--- src/rtl/wb_settings_master_pkg.sv ---
// Shared types for the settings-bus Wishbone initiator: FSM states and the
// queued command word {rd, addr, data}.
package wb_settings_master_pkg;
  localparam int SET_AW = 8;
  localparam int SET_DW = 32;
  localparam int CMD_W  = 1 + SET_AW + SET_DW;

  typedef enum logic {ST_IDLE = 1'b0, ST_BUS = 1'b1} state_e;

  typedef struct packed {
    logic              rd;
    logic [SET_AW-1:0] addr;
    logic [SET_DW-1:0] data;
  } cmd_t;

  // Word address -> byte address (32-bit words).
  function automatic logic [SET_AW+1:0] word2byte(input logic [SET_AW-1:0] a);
    return {a, 2'b00};
  endfunction
endpackage

--- src/rtl/wb_settings_master_if.sv ---
// Command, Wishbone and readback signals of the settings initiator.
interface wb_settings_master_if #(
  parameter int AWIDTH = 16,
  parameter int DWIDTH = 32
);
  logic              set_stb;
  logic              set_rd;
  logic [7:0]        set_addr;
  logic [31:0]       set_data;
  logic              set_ready;
  logic              wb_cyc_o;
  logic              wb_stb_o;
  logic              wb_we_o;
  logic [AWIDTH-1:0] wb_adr_o;
  logic [DWIDTH-1:0] wb_dat_o;
  logic [DWIDTH-1:0] wb_dat_i;
  logic              wb_ack_i;
  logic              rb_stb;
  logic [31:0]       rb_data;
  logic              rb_err;
  logic              ovf;
  logic              busy;

  modport master (
    input  set_stb, set_rd, set_addr, set_data, wb_dat_i, wb_ack_i,
    output set_ready, wb_cyc_o, wb_stb_o, wb_we_o, wb_adr_o, wb_dat_o,
           rb_stb, rb_data, rb_err, ovf, busy
  );

  modport slave (
    output set_stb, set_rd, set_addr, set_data, wb_dat_i, wb_ack_i,
    input  set_ready, wb_cyc_o, wb_stb_o, wb_we_o, wb_adr_o, wb_dat_o,
           rb_stb, rb_data, rb_err, ovf, busy
  );
endinterface

--- src/rtl/wb_settings_master_fifo.sv ---
// Synchronous command FIFO with first-word fall-through read port.
// full_next_o is the full flag as it will be after the current edge.
module sb_cmd_fifo
  import wb_settings_master_pkg::*;
#(
  parameter int W        = CMD_W,
  parameter int DEPTH_LG = 2
) (
  input  logic         clk_i,
  input  logic         rst_i,
  input  logic         push_i,
  input  logic [W-1:0] wdata_i,
  input  logic         pop_i,
  output logic [W-1:0] rdata_o,
  output logic         full_o,
  output logic         empty_o,
  output logic         full_next_o
);
  localparam int DEPTH = 1 << DEPTH_LG;
  localparam logic [DEPTH_LG:0] FULL_CNT = {1'b1, {DEPTH_LG{1'b0}}};

  logic [W-1:0]        mem_q [DEPTH];
  logic [DEPTH_LG-1:0] wr_q, rd_q;
  logic [DEPTH_LG:0]   cnt_q, cnt_d;
  logic                do_push, do_pop;

  assign full_o      = (cnt_q == FULL_CNT);
  assign empty_o     = (cnt_q == '0);
  assign do_push     = push_i & ~full_o;
  assign do_pop      = pop_i & ~empty_o;
  assign full_next_o = (cnt_d == FULL_CNT);
  assign rdata_o     = mem_q[rd_q];

  always_comb begin
    cnt_d = cnt_q;
    if (do_push && !do_pop)      cnt_d = cnt_q + 1'b1;
    else if (!do_push && do_pop) cnt_d = cnt_q - 1'b1;
  end

  always_ff @(posedge clk_i) begin
    if (rst_i) begin
      wr_q  <= '0;
      rd_q  <= '0;
      cnt_q <= '0;
    end else begin
      if (do_push) wr_q <= wr_q + 1'b1;
      if (do_pop)  rd_q <= rd_q + 1'b1;
      cnt_q <= cnt_d;
    end
  end

  always_ff @(posedge clk_i) begin
    if (do_push) mem_q[wr_q] <= wdata_i;
  end
endmodule

--- src/rtl/wb_settings_master.sv ---
// Settings-bus to Wishbone initiator: queues commands, runs one single cycle
// per command, reports read data or timeout aborts on the readback strobe.
module wb_settings_master
  import wb_settings_master_pkg::*;
#(
  parameter int AWIDTH   = 16,
  parameter int DWIDTH   = 32,
  parameter int DEPTH_LG = 2,
  parameter int TIMEOUT  = 255
) (
  input  logic                 wb_clk,
  input  logic                 wb_rst,
  wb_settings_master_if.master bus
);
  localparam int CW = (TIMEOUT > 0) ? $clog2(TIMEOUT + 1) : 1;
  localparam logic [CW-1:0] CNT_LAST = CW'(TIMEOUT - 1);

  state_e            state_q, state_d;
  logic [CW-1:0]     cnt_q, cnt_d;
  logic              cyc_q, cyc_d;
  logic              we_q, we_d;
  logic [AWIDTH-1:0] adr_q, adr_d;
  logic [DWIDTH-1:0] dat_q, dat_d;
  logic              rb_stb_q, rb_stb_d;
  logic [31:0]       rb_data_q, rb_data_d;
  logic              rb_err_q, rb_err_d;
  logic              set_ready_q, ovf_q;

  logic push, pop, full, empty, full_next;
  cmd_t push_cmd, head;

  // set_ready is a register, so it can only admit a push when there is room.
  assign push     = bus.set_stb & set_ready_q & ~full;
  assign push_cmd = {bus.set_rd, bus.set_addr, bus.set_data};

  sb_cmd_fifo #(.W(CMD_W), .DEPTH_LG(DEPTH_LG)) u_fifo (
    .clk_i       (wb_clk),
    .rst_i       (wb_rst),
    .push_i      (push),
    .wdata_i     (push_cmd),
    .pop_i       (pop),
    .rdata_o     (head),
    .full_o      (full),
    .empty_o     (empty),
    .full_next_o (full_next)
  );

  always_comb begin
    state_d   = state_q;
    cnt_d     = cnt_q;
    cyc_d     = cyc_q;
    we_d      = we_q;
    adr_d     = adr_q;
    dat_d     = dat_q;
    rb_stb_d  = 1'b0;
    rb_data_d = rb_data_q;
    rb_err_d  = rb_err_q;
    pop       = 1'b0;
    case (state_q)
      ST_IDLE: begin
        if (!empty) begin
          pop     = 1'b1;
          cyc_d   = 1'b1;
          we_d    = ~head.rd;
          adr_d   = AWIDTH'(word2byte(head.addr));
          dat_d   = DWIDTH'(head.data);
          cnt_d   = '0;
          state_d = ST_BUS;
        end
      end
      ST_BUS: begin
        if (bus.wb_ack_i) begin
          cyc_d   = 1'b0;
          state_d = ST_IDLE;
          if (!we_q) begin
            rb_stb_d  = 1'b1;
            rb_data_d = 32'(bus.wb_dat_i);
            rb_err_d  = 1'b0;
          end
        end else if (TIMEOUT != 0 && cnt_q == CNT_LAST) begin
          // Abort is reported for writes too, so software sees the lost command.
          cyc_d     = 1'b0;
          state_d   = ST_IDLE;
          rb_stb_d  = 1'b1;
          rb_data_d = '0;
          rb_err_d  = 1'b1;
        end else begin
          cnt_d = cnt_q + 1'b1;
        end
      end
      default: state_d = ST_IDLE;
    endcase
  end

  always_ff @(posedge wb_clk) begin
    if (wb_rst) begin
      state_q     <= ST_IDLE;
      cnt_q       <= '0;
      cyc_q       <= 1'b0;
      we_q        <= 1'b0;
      adr_q       <= '0;
      dat_q       <= '0;
      rb_stb_q    <= 1'b0;
      rb_data_q   <= '0;
      rb_err_q    <= 1'b0;
      set_ready_q <= 1'b1;
      ovf_q       <= 1'b0;
    end else begin
      state_q     <= state_d;
      cnt_q       <= cnt_d;
      cyc_q       <= cyc_d;
      we_q        <= we_d;
      adr_q       <= adr_d;
      dat_q       <= dat_d;
      rb_stb_q    <= rb_stb_d;
      rb_data_q   <= rb_data_d;
      rb_err_q    <= rb_err_d;
      set_ready_q <= ~full_next;
      ovf_q       <= bus.set_stb & ~set_ready_q;
    end
  end

  assign bus.set_ready = set_ready_q;
  assign bus.wb_cyc_o  = cyc_q;
  assign bus.wb_stb_o  = cyc_q;
  assign bus.wb_we_o   = we_q;
  assign bus.wb_adr_o  = adr_q;
  assign bus.wb_dat_o  = dat_q;
  assign bus.rb_stb    = rb_stb_q;
  assign bus.rb_data   = rb_data_q;
  assign bus.rb_err    = rb_err_q;
  assign bus.ovf       = ovf_q;
  assign bus.busy      = ~empty | (state_q == ST_BUS);
endmodule

--- src/flat_wrapper.sv ---
// flat-port wrapper written by rule: the top's interface ports become plain ports
module wb_settings_master_flat import wb_settings_master_pkg::*;
#(
  parameter int AWIDTH   = 16,
  parameter int DWIDTH   = 32,
  parameter int DEPTH_LG = 2,
  parameter int TIMEOUT  = 255
)
  (wb_clk, wb_rst, bus_set_stb, bus_set_rd, bus_set_addr, bus_set_data, bus_wb_dat_i, bus_wb_ack_i, bus_set_ready, bus_wb_cyc_o, bus_wb_stb_o, bus_wb_we_o, bus_wb_adr_o, bus_wb_dat_o, bus_rb_stb, bus_rb_data, bus_rb_err, bus_ovf, bus_busy);
  wb_settings_master_if #(.AWIDTH(AWIDTH), .DWIDTH(DWIDTH)) bus_i ();
  input  logic wb_clk;
  input  logic wb_rst;
  input wire logic [$bits(bus_i.set_stb)-1:0] bus_set_stb;
  input wire logic [$bits(bus_i.set_rd)-1:0] bus_set_rd;
  input wire logic [$bits(bus_i.set_addr)-1:0] bus_set_addr;
  input wire logic [$bits(bus_i.set_data)-1:0] bus_set_data;
  input wire logic [$bits(bus_i.wb_dat_i)-1:0] bus_wb_dat_i;
  input wire logic [$bits(bus_i.wb_ack_i)-1:0] bus_wb_ack_i;
  output wire logic [$bits(bus_i.set_ready)-1:0] bus_set_ready;
  output wire logic [$bits(bus_i.wb_cyc_o)-1:0] bus_wb_cyc_o;
  output wire logic [$bits(bus_i.wb_stb_o)-1:0] bus_wb_stb_o;
  output wire logic [$bits(bus_i.wb_we_o)-1:0] bus_wb_we_o;
  output wire logic [$bits(bus_i.wb_adr_o)-1:0] bus_wb_adr_o;
  output wire logic [$bits(bus_i.wb_dat_o)-1:0] bus_wb_dat_o;
  output wire logic [$bits(bus_i.rb_stb)-1:0] bus_rb_stb;
  output wire logic [$bits(bus_i.rb_data)-1:0] bus_rb_data;
  output wire logic [$bits(bus_i.rb_err)-1:0] bus_rb_err;
  output wire logic [$bits(bus_i.ovf)-1:0] bus_ovf;
  output wire logic [$bits(bus_i.busy)-1:0] bus_busy;
  assign bus_i.set_stb = bus_set_stb;
  assign bus_i.set_rd = bus_set_rd;
  assign bus_i.set_addr = bus_set_addr;
  assign bus_i.set_data = bus_set_data;
  assign bus_i.wb_dat_i = bus_wb_dat_i;
  assign bus_i.wb_ack_i = bus_wb_ack_i;
  assign bus_set_ready = bus_i.set_ready;
  assign bus_wb_cyc_o = bus_i.wb_cyc_o;
  assign bus_wb_stb_o = bus_i.wb_stb_o;
  assign bus_wb_we_o = bus_i.wb_we_o;
  assign bus_wb_adr_o = bus_i.wb_adr_o;
  assign bus_wb_dat_o = bus_i.wb_dat_o;
  assign bus_rb_stb = bus_i.rb_stb;
  assign bus_rb_data = bus_i.rb_data;
  assign bus_rb_err = bus_i.rb_err;
  assign bus_ovf = bus_i.ovf;
  assign bus_busy = bus_i.busy;
  wb_settings_master #(.AWIDTH(AWIDTH), .DWIDTH(DWIDTH), .DEPTH_LG(DEPTH_LG), .TIMEOUT(TIMEOUT)) u_core (.wb_clk(wb_clk), .wb_rst(wb_rst), .bus(bus_i));
endmodule
--- config.mk ---
export PLATFORM = sky130hd
export DESIGN_NAME = wb_settings_master_flat
export DESIGN_NICKNAME = d
export VERILOG_FILES = /design/src/rtl/wb_settings_master_pkg.sv /design/src/rtl/wb_settings_master_if.sv /design/src/rtl/wb_settings_master_fifo.sv /design/src/rtl/wb_settings_master.sv /design/src/flat_wrapper.sv
export SDC_FILE = /design/constraint.sdc
export NUM_CORES = 1
export LEC_CHECK = 0
export CAP_MARGIN = 20
export CORE_MARGIN = 2
export CORE_UTILIZATION = 55
export CTS_BUF_LIST = sky130_fd_sc_hd__clkbuf_8
export DETAILED_ROUTE_END_ITERATION = 8
export PLACE_DENSITY_LB_ADDON = 0.3
export RECOVER_POWER = 50
export SLEW_MARGIN = 0
export SYNTH_ARGS = -nofsm -noshare
export SYNTH_HDL_FRONTEND = slang
export SYNTH_SLANG_ARGS = --single-unit
--- constraint.sdc ---
create_clock -name wb_clk -period 2.73 [get_ports wb_clk]
set_input_delay 0.546 -clock wb_clk [delete_from_list [all_inputs] [get_ports wb_clk]]
set_output_delay 0.546 -clock wb_clk [all_outputs]
set_load 0.01 [all_outputs]
* Yosys cells after proc, flatten, opt, wreduce, memory -nomap -nowiden *
Memory sizes are Yosys's and may differ from the RTL's. A register that Yosys moved wholly into a read port is not among the register bits.
Cells that the tools add are included.

word-level totals
  flip-flop bits (word level) = 94
  output and inout port bits = 88
  memories = 1
  bits in latches = 0
  bits of input ports = 77
  ROM bits = 0
  logic and storage cells = 79
  memory bits (writable) = 164

cells by class
  multiply operators = 0
  shift operators = 0
  $add $sub $neg = 5
  div/mod/pow operators = 0
  mux-type cells = 28
  bitwise operators = 12
  $lt $le $gt $ge = 0
  reductions and logical operators = 11
  equality and inequality tests = 8

memories
  name                 words  width  rd ports  clocked after Yosys merged registers in  wr ports  line                           source
  u_core.u_fifo.mem_q  4      41     1         1                                        1         wb_settings_master_fifo.sv:22  logic [W-1:0] mem_q [DEPTH];

operators with widths
  cell                                                                 count
  32-bit 2-to-1 mux                                                    3
  8-bit 2-to-1 mux                                                     3
  8-bit one-hot mux with 2 select lines                                1
  1-bit 2-to-1 mux                                                     15
  8-bit by 1-bit adder with 8-bit output (second input constant)       1
  8-bit equality test (second input constant)                          1
  2-bit inequality test (second input constant)                        4
  3-bit equality test (second input constant)                          2
  3-bit 2-to-1 mux                                                     2
  1-bit inverter                                                       6
  3-bit AND reduction                                                  2
  1-bit AND                                                            5
  2-bit by 1-bit adder with 2-bit output (second input constant)       2
  2-bit 2-to-1 mux                                                     2
  1-bit one-hot mux with 2 select lines                                2
  2-bit AND reduction                                                  2
  3-bit by 1-bit adder with 3-bit output (second input constant)       1
  3-bit logical NOT                                                    1
  3-bit inequality test (second input constant)                        1
  3-bit by 1-bit subtractor with 3-bit output (second input constant)  1
  1-bit logical AND                                                    2
  1-bit logical NOT                                                    2
  2-bit nonzero test                                                   1
  2-bit OR reduction                                                   1
  1-bit OR                                                             1

* Depth between registers and ports, before layout *
Gate-level depths: netlist of the first run.

  word-level depth = 10
  mapped depth = 9
  gate-level depth less buffers = 6

* Hierarchy *
From an unflattened synthesis of the first run, not the netlist that was laid out.

second synthesis, totals
  cells, all modules = 696
  area total of the unflattened synthesis = 9849.4 um^2

modules (own cells, without submodules)
  module              seq. area each (um^2)  times used  area an instance (um^2)  cells an instance
  sb_cmd_fifo         5104.9                 1           6477.5                   281
  wb_settings_master  1741.7                 1           3372.0                   415

* Worst setup path before layout of the first run *
No wires, ideal clock.

  path kind = input to register
  from = in bus_set_stb
  to = mem u_core.u_fifo.mem_q[0][0] (netlist name), enable pin
  cell stages on the path = 3
  data arrival time = 1.855 ns
  required time = 2.327 ns
  setup time = 0.403 ns
  path buffers = 1
  slack = 0.472 ns
  cells stage by stage = and2_1 > buf_2 > and3_1

between the ends
  cells in the longest elaborated chain, start to end = 5

ends and longest elaborated chain
  element                                 line                           source
  from (decl)                             flat_wrapper.sv:13             input wire logic [$bits(bus_i.set_stb)-1:0] bus_set_stb;
  1-bit AND (2 in a row)                  wb_settings_master.sv:33       assign push = bus.set_stb & set_ready_q & ~full;
  1-bit AND                               wb_settings_master_fifo.sv:29  assign do_push = push_i & ~full_o;
  1-bit 2-to-1 mux                        wb_settings_master_fifo.sv:53  if (do_push) mem_q[wr_q] <= wdata_i;
  1-bit 2-to-1 mux (implied by the code)  wb_settings_master_fifo.sv:53
  to (decl)                               wb_settings_master_fifo.sv:22

Every way passes these cells.

* Worst setup path after layout of the first run *
  from = reg u_core.u_fifo.cnt_q[0]
  to = out bus_busy

between the ends
  cells in the longest elaborated chain, start to end = 3

ends and longest elaborated chain
  element                          line                           source
  from (decl)                      wb_settings_master_fifo.sv:24  logic [DEPTH_LG:0] cnt_q, cnt_d;
  from (signal assigned)           wb_settings_master_fifo.sv:48  cnt_q <= cnt_d;
  3-bit logical NOT                wb_settings_master_fifo.sv:28  assign empty_o = (cnt_q == '0);
  1-bit inverter (no source line)  -
  1-bit OR                         wb_settings_master.sv:133      assign bus.busy = ~empty | (state_q == ST_BUS);
  to (decl)                        flat_wrapper.sv:29             output wire logic [$bits(bus_i.busy)-1:0] bus_busy;

Every way passes these cells.

==> summary.txt, run 1 <==
Placement
  – Post-Place Cells: 1,029
  – IO Port Bufs: around 160
  – Hpwl dp: 12,600 microns
  – RePlAce Congestion: 0.764

Timing
  – Relative slew slack: 16.9%
  – Final hold violations: 0
  – Setup TNS: 0 ps
  – Min Tclk post-route: 2580 ps
  – Worst-margin pin slew: 1250 ps
  – Peak Freq: 387 MHz
  – # setup viols final: 0
  – Crit share post-route: roughly 95%
  – Fin. max-slew vios: 0
  – Final Skew: 11.8 ps
  – RSZ-0062 raised after global routing: false

Drt
  – First-pass DRT Iterations: 5
  – Initial DRC Count: 373
  – Vias per cell: 5.54
  – DR WL/cell: 18.0 microns
  – Total Routed Length: slightly below 20,000 microns
  – Vias: 6,113
  – Routed Antenna Nets: 0
  – DR DRC count: 0

CTS
  – Root buf cell: clkbuf_8
  – Clk buf depth: 3
  – Clock Latency Late Sink: 530 ps
  – Hold buffers post-CTS: 0
  – CTS tree: built
  – CTS Buf Count: 40
  – CTS Sinks: 260
  – # H-tree levels: 2
  – Clk slew on worst S/H paths: 60 ps

Logic synthesis
  – Post-synth top cells: edfxtp_1, nand2_1, dfxtp_1, a21oi_1, mux4_2
  – Largest family of logic cells by synthesized area: multiplexers
  – Synth Warn #: 0
  – Asr flop ratio synth: 0%
  – Area contributors post-synth: edfxtp_1, dfxtp_1, mux4_2
  – Synth Area in Compound Gates: 7.36%
  – Count leader, synth: edfxtp_1
  – Mean post-synth cell area: 14.4 sq um
  – Adder-cell share of the synthesized area: 1.16%
  – Multiplexer share of the synthesized area: under 10%
  – Number of flops mapped to enable cells by yosys: 164
  – FF+latch count, synth: 260
  – Post-synthesis simple-gate area fraction: 7.74%
  – Area leader, netlist: edfxtp_1
  – Cells after synthesis: 676
  – Post-Syn Area: roughly 9700 sq um
  – Post-synth top area share: 50.6%
  – Prevailing post-synth register cell: edfxtp_1
  – Sequential fraction of the synthesis area: between 70% and 80%
  – Netlist cell types: 48
  – Xor/xnor cell area share of the yosys netlist: less than 1%

Power
  – Worst vdd ir: 0.614 mV
  – Comb power frac: just under 30%
  – Leak pwr: 4.22 nW
  – Int Power: 8.77 mW
  – Switching power: 3.77 mW
  – Sequential power share: between 40% and 50%
  – Pwr Density: 1020 nW/um^2
  – Sw Share: a little under a third
  – Clock share of power: 27.1%

Finish
  – Layout Utilization: between 70% and 80%
  – Layout area overhead: 26.9%
  – N_diodes: 0
  – Non-filler cells, final: approximately 1,100
  – Nets: roughly 930
  – Layout cells sized above 1: 14.5%

Worst hold path
  – HP Class: reg2reg
  – WHS Path Cells: 2
  – Hold_sp: u_core.bus.wb_adr_o[8]
  – Hold path endpoint: u_core.bus.wb_adr_o[8]

Worst setup path
  – Startpoint Class: flip-flop
  – CP Class: reg2out
  – Critical Path RT: around 2200 ps
  – CP Cell Sequence: inv_1 > ha_1 > nor2b_4 > nand2_1 > clkdlybuf4s50_1
  – R2R setup slack: around 200 ps
  – Critical Path Max Stage Delay: 540 ps
  – R2R Path End: u_core.u_fifo.mem_q[1][29]
  – Critical-path top delay cell: clkdlybuf4s50_1
  – CP arrival: 2040 ps
  – Critical path fanouts, max: 7
  – FF-to-FF path depth: 5
  – Reg2reg start: u_core.u_fifo.cnt_q[0]
  – Crit end category: primary output

GRT
  – Antenna violations before repair: 0
  – Gr ovfl total: 0
  – Largest net degree at the start of global routing: 56
  – Vias in the first global route: roughly 6,300
  – First-pass GRT wire length: 31,500 microns
  – GR Util All Layers: 21.8%

Flow run
  – Max cap viols: 0

Die
  – Die height: 137 microns
  – Num rows: 48
  – Die Wd: 137 microns
  – Initial Utilization: 56.2%
  – Placeable Area: 17,300 sq um
  – Ports: 165
  – Die Area: approximately 19,000 sq um

Outcome
  – Status: completed
routing by layer:
| metal | wire, microns | global-route usage (%) | vias to the layer above |
|---|---|---|---|
| met2 | 10100 | 38.1 | 264 |
| met1 | 7760 | 26.8 | 2972 |
| met4 | 486 | 9.05 | 0 |
| met3 | 1520 | 4.00 | 46 |
| li1 | - | - | 2831 |
| met5 | 0 | 0 | - |
cells in the final DEF, fill, tap and decap left out, types with 2 or more instances in the layout:
cell,count
buf_12,2
nor3_1,4
edfxtp_1,164
bufinv_16,4
mux4_2,41
xnor2_1,3
conb_1,8
o21ai_0,32
o31ai_1,2
or2_2,2
dlygate4sd3_1,41
clkbuf_2,6
nor3b_1,3
ha_1,9
o21ai_1,2
buf_4,9
a21oi_1,82
clkdlybuf4s50_1,114
and2_1,3
dfxtp_1,94
nor2_1,11
nand2_1,115
clkbuf_8,48
o211ai_1,3
a211oi_1,4
clkinv_2,3
nand4_1,3
clkinv_1,5
xor2_1,2
clkinvlp_4,3
inv_1,19
nand3_1,6
and3_1,8
stage by stage:
stage / power, mW / setup slack (ps) / hold slack (ps) / instance area, sq um
after floorplan: 7.70 / 472 / 461 / 9750
after global placement: 9.13 / 397 / 443 / 11500
after detailed placement: 9.28 / 387 / 449 / 11500
after CTS: 12.8 / 18.9 / 459 / 12400
after global routing: 13.2 / 44.1 / 477 / 12300
final: 12.5 / 149 / 458 / 12300
worst max-delay path by stage:
stage,startpoint,to,slack [ps]
2_1_floorplan,bus_set_stb,u_core.u_fifo.mem_q[0][0],470
3_3_place_gp,bus_set_stb,u_core.u_fifo.mem_q[3][4],400
3_5_place_dp,bus_set_stb,u_core.u_fifo.mem_q[3][15],390
4_1_cts,u_core.u_fifo.cnt_q[0],bus_busy,20
5_1_grt,u_core.u_fifo.cnt_q[0],bus_busy,40
6_report,u_core.u_fifo.cnt_q[0],bus_busy,150
kinds of logic after synthesis:
group,Yosys count
buffers and inverters,59
xor gates and xnor gates,6
AOI/OAI and AO/OA,131
DFF,260
other,1
muxes,41
and+or+nand+nor,169
adders and majority gates,9
state kept, by name, indices dropped and copies added, names as in the netlist, named ones only:
signal,cells
u_core.bus.rb_data,32
u_core.bus.ovf,1
u_core.bus.wb_we_o,1
u_core.bus.wb_dat_o,32
u_core.state_q,1
u_core.cnt_q,8
u_core.bus.rb_stb,1
u_core.u_fifo.rd_q,2
u_core.u_fifo.wr_q,2
u_core.bus.set_ready,1
u_core.bus.wb_adr_o,8
u_core.u_fifo.mem_q,164
u_core.bus.rb_err,1
u_core.bus.wb_cyc_o,1
u_core.u_fifo.cnt_q,3
what timing repair did:
item | in CTS | in global routing
pin swaps | 0 | 0
setup buffers | 0 | 0
resized for setup | 1 | 1
endpoints found under the setup margin | 1 | 1
worst max-delay path, delay by kind of cell (launching register included):
family	cells	cell delay [ps]
fa+ha+maj	1	240
flops	1	390
simple gates	2	240
buf+inv	2	640
final cells by class:
| type | instances | area [sq um] |
|---|---|---|
| clock buffers | 48 | 661 |
| repair buffers | 172 | 1690 |
| clock inverters | 26 | 218 |
| multi-input cells | 364 | 2610 |
| inverters | 8 | 30.0 |
| flip-flops and latches | 260 | 6850 |
| well taps | 225 | 282 |
| fillers | 1123 | 4950 |
power by group through the flow:
stage               clock network [mW]  registers (mW)  logic [mW]
detailed placement                   0            5.55        3.74
finish                            3.40            5.47        3.66
CTS                               3.49            5.48        3.79
floorplan                            0            5.55        2.15
global route                      3.64            5.57        4.00
global placement                     0            5.48        3.65
Note: power is estimated with default switching activity, not from simulation.
==> run 2, diff against run 1 <==
- CORE_UTILIZATION: 55 -> 50
- SETUP_SLACK_MARGIN: not set -> 0.5
- SYNTH_HIERARCHICAL: not set -> 1
==> summary.txt, run 2 <==
Logic synthesis
  – Synth Warn #: 6
  – Area contributors post-synth: edfxtp_1, dfxtp_1, mux4_2
  – Cells after synthesis: 696
  – Count leader, synth: edfxtp_1
  – Asr flop ratio synth: 0%
  – Prevailing post-synth register cell: edfxtp_1
  – FF+latch count, synth: 260
  – Post-synth top cells: edfxtp_1, nand2_1, dfxtp_1, a21oi_1, mux4_2
  – Netlist cell types: 51
  – Post-synth top area share: 50.0%
  – Sequential fraction of the synthesis area: between 60% and 70%
  – Number of flops mapped to enable cells by yosys: ~160
  – Area leader, netlist: edfxtp_1
  – Post-Syn Area: a little under 10,000 sq um
  – Mean post-synth cell area: between 10 and 15 sq um

Drt
  – Routed Antenna Nets: 0
  – Vias per cell: 5.32
  – DR WL/cell: 17.3 microns
  – First-pass DRT Iterations: 6
  – DR DRC count: 0
  – Vias: 6,228
  – Initial DRC Count: 317
  – Total Routed Length: 20,300 microns

Timing
  – Final hold violations: 0
  – Final Skew: 24.6 ps
  – Worst Setup Slack, final: 391 ps
  – Crit share post-route: 85.7%
  – Final Hold Slack: approximately 440 ps
  – RSZ-0062 raised after global routing: true
  – Setup TNS: 0 ps
  – # setup viols final: 0
  – Worst-margin pin slew: approximately 1500 ps
  – Fin. max-slew vios: 0
  – Relative slew slack: 0.967%
  – Peak Freq: around 430 MHz
  – Min Tclk post-route: 2340 ps

Finish
  – Largest register FFs: 164
  – Leading cell type in the layout, fill and taps excluded: edfxtp_1
  – Layout cells sized above 1: 16.0%
  – FILL cells: 1,424
  – Nets: 957
  – Layout area overhead: 27.2%
  – Most frequent cells in the layout: edfxtp_1, nand2_1, clkdlybuf4s50_1, dfxtp_1, a21oi_1
  – Largest Register: u_core/u_fifo/mem_q
  – Layout Utilization: 64.6%

Worst setup path
  – Crit end category: flip-flop
  – FF-to-FF path depth: 9
  – Critical Path Max Stage Delay: 400 ps
  – Critical path fanouts, max: 7
  – CP Cell Sequence: inv_1 > ha_1 > and2_2 > nor2_4 > a21boi_2 > buf_4 > nor3_2 > a211oi_1 > a211oi_1
  – Number of cells on the critical path: 9
  – Top delay family on crit path: compound AO/OA/AOI/OAI gates
  – Most frequent CP cell: a211oi_1
  – Critical Path RT: approximately 3000 ps
  – Critical-path top delay cell: dfxtp_1
  – CP Class: reg2reg
  – Startpoint Class: flip-flop
  – Worst path bufs/invs: 2
  – CP arrival: 2660 ps

Outcome
  – Status: completed

GRT
  – Vias in the first global route: 6,321
  – First-pass GRT wire length: 31,600 microns
  – Gr ovfl total: 0
  – Antenna violations before repair: 1
  – Largest net degree at the start of global routing: 72
  – GR Util All Layers: 19.6%

CTS
  – CTS Sinks: 260
  – CTS Buf Count: 41
  – Clk buf depth: 3
  – Root buf cell: clkbuf_8
  – Clock Latency Late Sink: 540 ps
  – Clk slew on worst S/H paths: 60 ps
  – # H-tree levels: 2
  – CTS tree: built

Die
  – Initial Utilization: 50.8%
  – Num rows: 51
  – Ports: between 150 and 200
  – Die height: 144 microns
  – Die Wd: 144 microns
  – Placeable Area: 19,400 sq um
  – Die Area: between 20,000 and 25,000 sq um

Power
  – Worst vdd ir: 0.664 mV
  – Design Power: 12.1 mW
  – Pwr Density: around 970 nW/um^2
  – Leak pwr: 4.22 nW

Placement
  – Place WS: 68.3 ps
  – Hpwl dp: 13,100 microns
  – IO Port Bufs: 156
  – RePlAce Congestion: between 0.7 and 0.8

Worst hold path
  – HP Class: reg2reg
  – WHS Path Cells: 1

Flow run
  – Max cap viols: 0
[run 2: cell types whose count changed in the layout (fill, tap and decap cells not counted), sizes merged, moves of 4 or more]
cell    previous run  this run
buf               11        20
clkinv             8        14
and3               9         1
bufinv             4         0
nand2            115       121
nor3               5         9
nor2              12        18
inv               19        25
a31oi              1         6
[run 2: where the power goes]
part / switching, mW / total, mW / internal, mW
clock network: 1.43 / 3.01 / 1.59
logic: 1.92 / 3.71 / 1.79
registers: 0.398 / 5.39 / 4.99
total: 3.74 / 12.1 / 8.37
[run 2: path summary, 6_finish.rpt]
path                               start                endpoint  slack (ps)
setup / recovery  u_core/u_fifo/cnt_q[0]  u_core/u_fifo/cnt_q[1]         390
hold / removal      u_core/bus.set_ready          u_core/bus.ovf         440
setup reg to reg  u_core/u_fifo/cnt_q[0]  u_core/u_fifo/cnt_q[1]         390
hold reg to reg     u_core/bus.set_ready          u_core/bus.ovf         440
[run 2: cell families after synthesis]
group,count (synthesis),share of synthesized area (%)
DFF,260,69.5
and+or+nand+nor,176,7.86
AOI/OAI and AO/OA,138,7.81
buffers and inverters,65,3.67
muxes,44,9.69
adders and majority gates,9,1.14
xor gates and xnor gates,3,0.267
other,1,0.0381
[run 2: worst reg2reg max path: stages, from the launching register on]
cell and delay, ps:
dfxtp_1 400, inv_1 110, ha_1 280, and2_2 240, nor2_4 180, a21boi_2 340, buf_4 170, nor3_2 50
a211oi_1 270, a211oi_1 100
[run 2: area by class of cell]
class / instances / area (sq um) / area share, %
Tap cell: 265 / 332 / 2.65
Sequential cell: 260 / 6850 / 54.7
Inverter: 11 / 43.8 / 0.349
Clock buffer: 47 / 647 / 5.16
Antenna cell: 1 / 2.50 / 0.0200
Multi-Input combinational cell: 379 / 2710 / 21.7
Clock inverter: 29 / 129 / 1.03
Timing Repair Buffer: 178 / 1810 / 14.4
[run 2: metal layers]
metal	track usage, %	up-vias	share of wire, %
met2	33.0	246	50
met3	5.00	43	8.2
met1	24.8	3038	40
li1	-	2901	-
met5	0	-	0
met4	7.00	0	2.3
[run 2: what timing repair did]
item | in CTS | in global routing
buffers inserted | 3 | 0
setup endpoints to repair | 170 | 78
hold buffers | 0 | 0
resized for setup | 9 | 4
gates cloned | 1 | 0
pin swaps | 1 | 0
[run 2: per-stage QoR]
stage          std cells  instance area, sq um
2_1_floorplan        703                  9890
4_1_cts             1169                 12500
3_3_place_gp        1089                 11700
3_5_place_dp        1089                 11700
6_report            1170                 12500
5_1_grt             1169                 12500
==> run 3, diff against run 2 <==
- CORE_UTILIZATION: 50 -> 45
==> summary.txt, run 3 (synthesis results as in run 2) <==
Timing
  – Min Tclk post-route: 2350 ps
  – Fin. max-slew vios: 0
  – Setup TNS: 0 ps
  – # setup viols final: 0
  – Final Skew: 13.5 ps
  – Worst-margin pin slew: 861 ps
  – Final Hold Slack: 448 ps
  – Peak Freq: 426 MHz
  – Final hold violations: 0
  – Crit share post-route: 86.0%
  – RSZ-0062 raised after global routing: false
  – Relative slew slack: 42.3%

Finish
  – Layout cells sized above 1: 16.2%
  – Largest Register: u_core/u_fifo/mem_q
  – Largest register FFs: 164
  – Register Area: 6850 sq um
  – Leading cell type in the layout, fill and taps excluded: edfxtp_1
  – Layout Utilization: 58.5%
  – N_diodes: 0
  – Footprint of the multi-input gates: approximately 2700 sq um
  – Layout area overhead: 28.5%
  – Nets: ~960
  – FILL cells: 1,706
  – Most frequent cells in the layout: edfxtp_1, nand2_1, clkdlybuf4s50_1, dfxtp_1, a21oi_1

GRT
  – Vias in the first global route: roughly 6,200
  – First-pass GRT wire length: 32,900 microns
  – Gr ovfl total: 0
  – Largest net degree at the start of global routing: 50
  – Antenna violations before repair: 0
  – GR Util All Layers: between 15 and 20%

CTS
  – Clk buf depth: 3
  – Clk slew on worst S/H paths: approximately 60 ps
  – CTS Sinks: 260
  – # H-tree levels: 2
  – Clock Latency Late Sink: between 500 and 600 ps
  – Root buf cell: clkbuf_8
  – CTS tree: built
  – CTS Buf Count: 43

Worst hold path
  – HP Class: reg2reg

Die
  – Initial Utilization: between 40% and 50%
  – Ports: 165
  – Die Wd: 152 microns
  – Placeable Area: between 20,000 and 25,000 sq um
  – Num rows: 54
  – Die height: 152 microns
  – Die Area: 23,100 sq um

Power
  – Leak pwr: around 4.3 nW
  – Pwr Density: 977 nW/um^2
  – Worst vdd ir: around 0.54 mV

Drt
  – DR DRC count: 0
  – Max Used Layer: met4
  – Vias per cell: 5.16
  – Wire length on met2: 9480 microns
  – Routed Antenna Nets: 0
  – Total Routed Length: 20,500 microns
  – Met1 Wirelength: 9490 microns
  – DR WL/cell: about 17 microns
  – Met3 wire length: roughly 1200 microns
  – Vias: around 6,000
  – Initial DRC Count: roughly 330
  – First-pass DRT Iterations: 4

Worst setup path
  – Critical Path RT: 2180 ps
  – Startpoint Class: flip-flop
  – CP Class: reg2out
  – Critical path fanouts, max: 6
  – CP arrival: 1800 ps
  – Crit end category: primary output

Outcome
  – Status: completed

Placement
  – IO Port Bufs: between 150 and 200
  – RePlAce Congestion: 0.748
  – Hpwl dp: 12,800 microns

Flow run
  – Max cap viols: 0
[run 3: changes by cell type in the layout (fill, tap and decap cells not counted), sizes merged, moves of 2 or more]
cell and delta:
clkdlybuf4s50 -6, buf +7, clkinv +12, bufinv +2
dlygate4sd3 +6, clkbuf -7, inv -7
[run 3: worst max-delay path, cell delays in order (launching register included)]
cell and delay [ps]:
dfxtp_1 420, inv_1 130, ha_4 180, nand2b_1 220, inv_4 80, nand2_1 90, clkbuf_2 140
[run 3: layout make-up]
class / instances / area share [%]
clock buffer: 43 / 4.68
clock inverter: 35 / 1.78
inverter: 11 / 0.346
multi-input combinational: 378 / 21.2
sequential: 260 / 54.2
tap: 280 / 2.77
timing repair buffer: 182 / 15.0
[run 3: timing repair]
item / in CTS / in global routing
gates cloned: 0 / 1
endpoints found under the hold margin: 0 / 0
setup endpoints to repair: 1 / 139
buffers inserted: 2 / 1
resized for setup: 6 / 9
pin swaps: 1 / 2
hold buffers: 0 / 0
[run 3: power breakdown]
part	switching, mW	internal, mW
sequential	0.404	4.99
clock	1.50	1.69
combinational	1.93	1.84
[run 3: through the flow]
step / cell area (sq um) / total power [mW] / cells / worst slack (ps)
after CTS: 12600 / 12.5 / 1187 / 506
after global placement: 11800 / 9.19 / 1107 / 374
after global routing: 12700 / 13.1 / 1189 / 263
after floorplan: 9890 / 7.63 / 703 / 507
after detailed placement: 11800 / 9.25 / 1107 / 392
final: 12700 / 12.4 / 1189 / 381
[run 3: path summary, 6_finish.rpt]
kind	end	start	cells after the start	slack (ps)
hold reg to reg	u_core/bus.ovf	u_core/bus.set_ready	1	450
setup / recovery	bus_busy	u_core/u_fifo/cnt_q[0]	6	380
hold / removal	u_core/bus.ovf	u_core/bus.set_ready	1	450
setup reg to reg	u_core/bus.set_ready	u_core/u_fifo/cnt_q[0]	11	400
[run 3: layer usage]
layer  vias up  global-route usage [%]
met5         -                       0
met4         0                    4.41
met3        33                    4.59
met2       212                    28.2
met1      2977                    24.2
li1       2908                       -
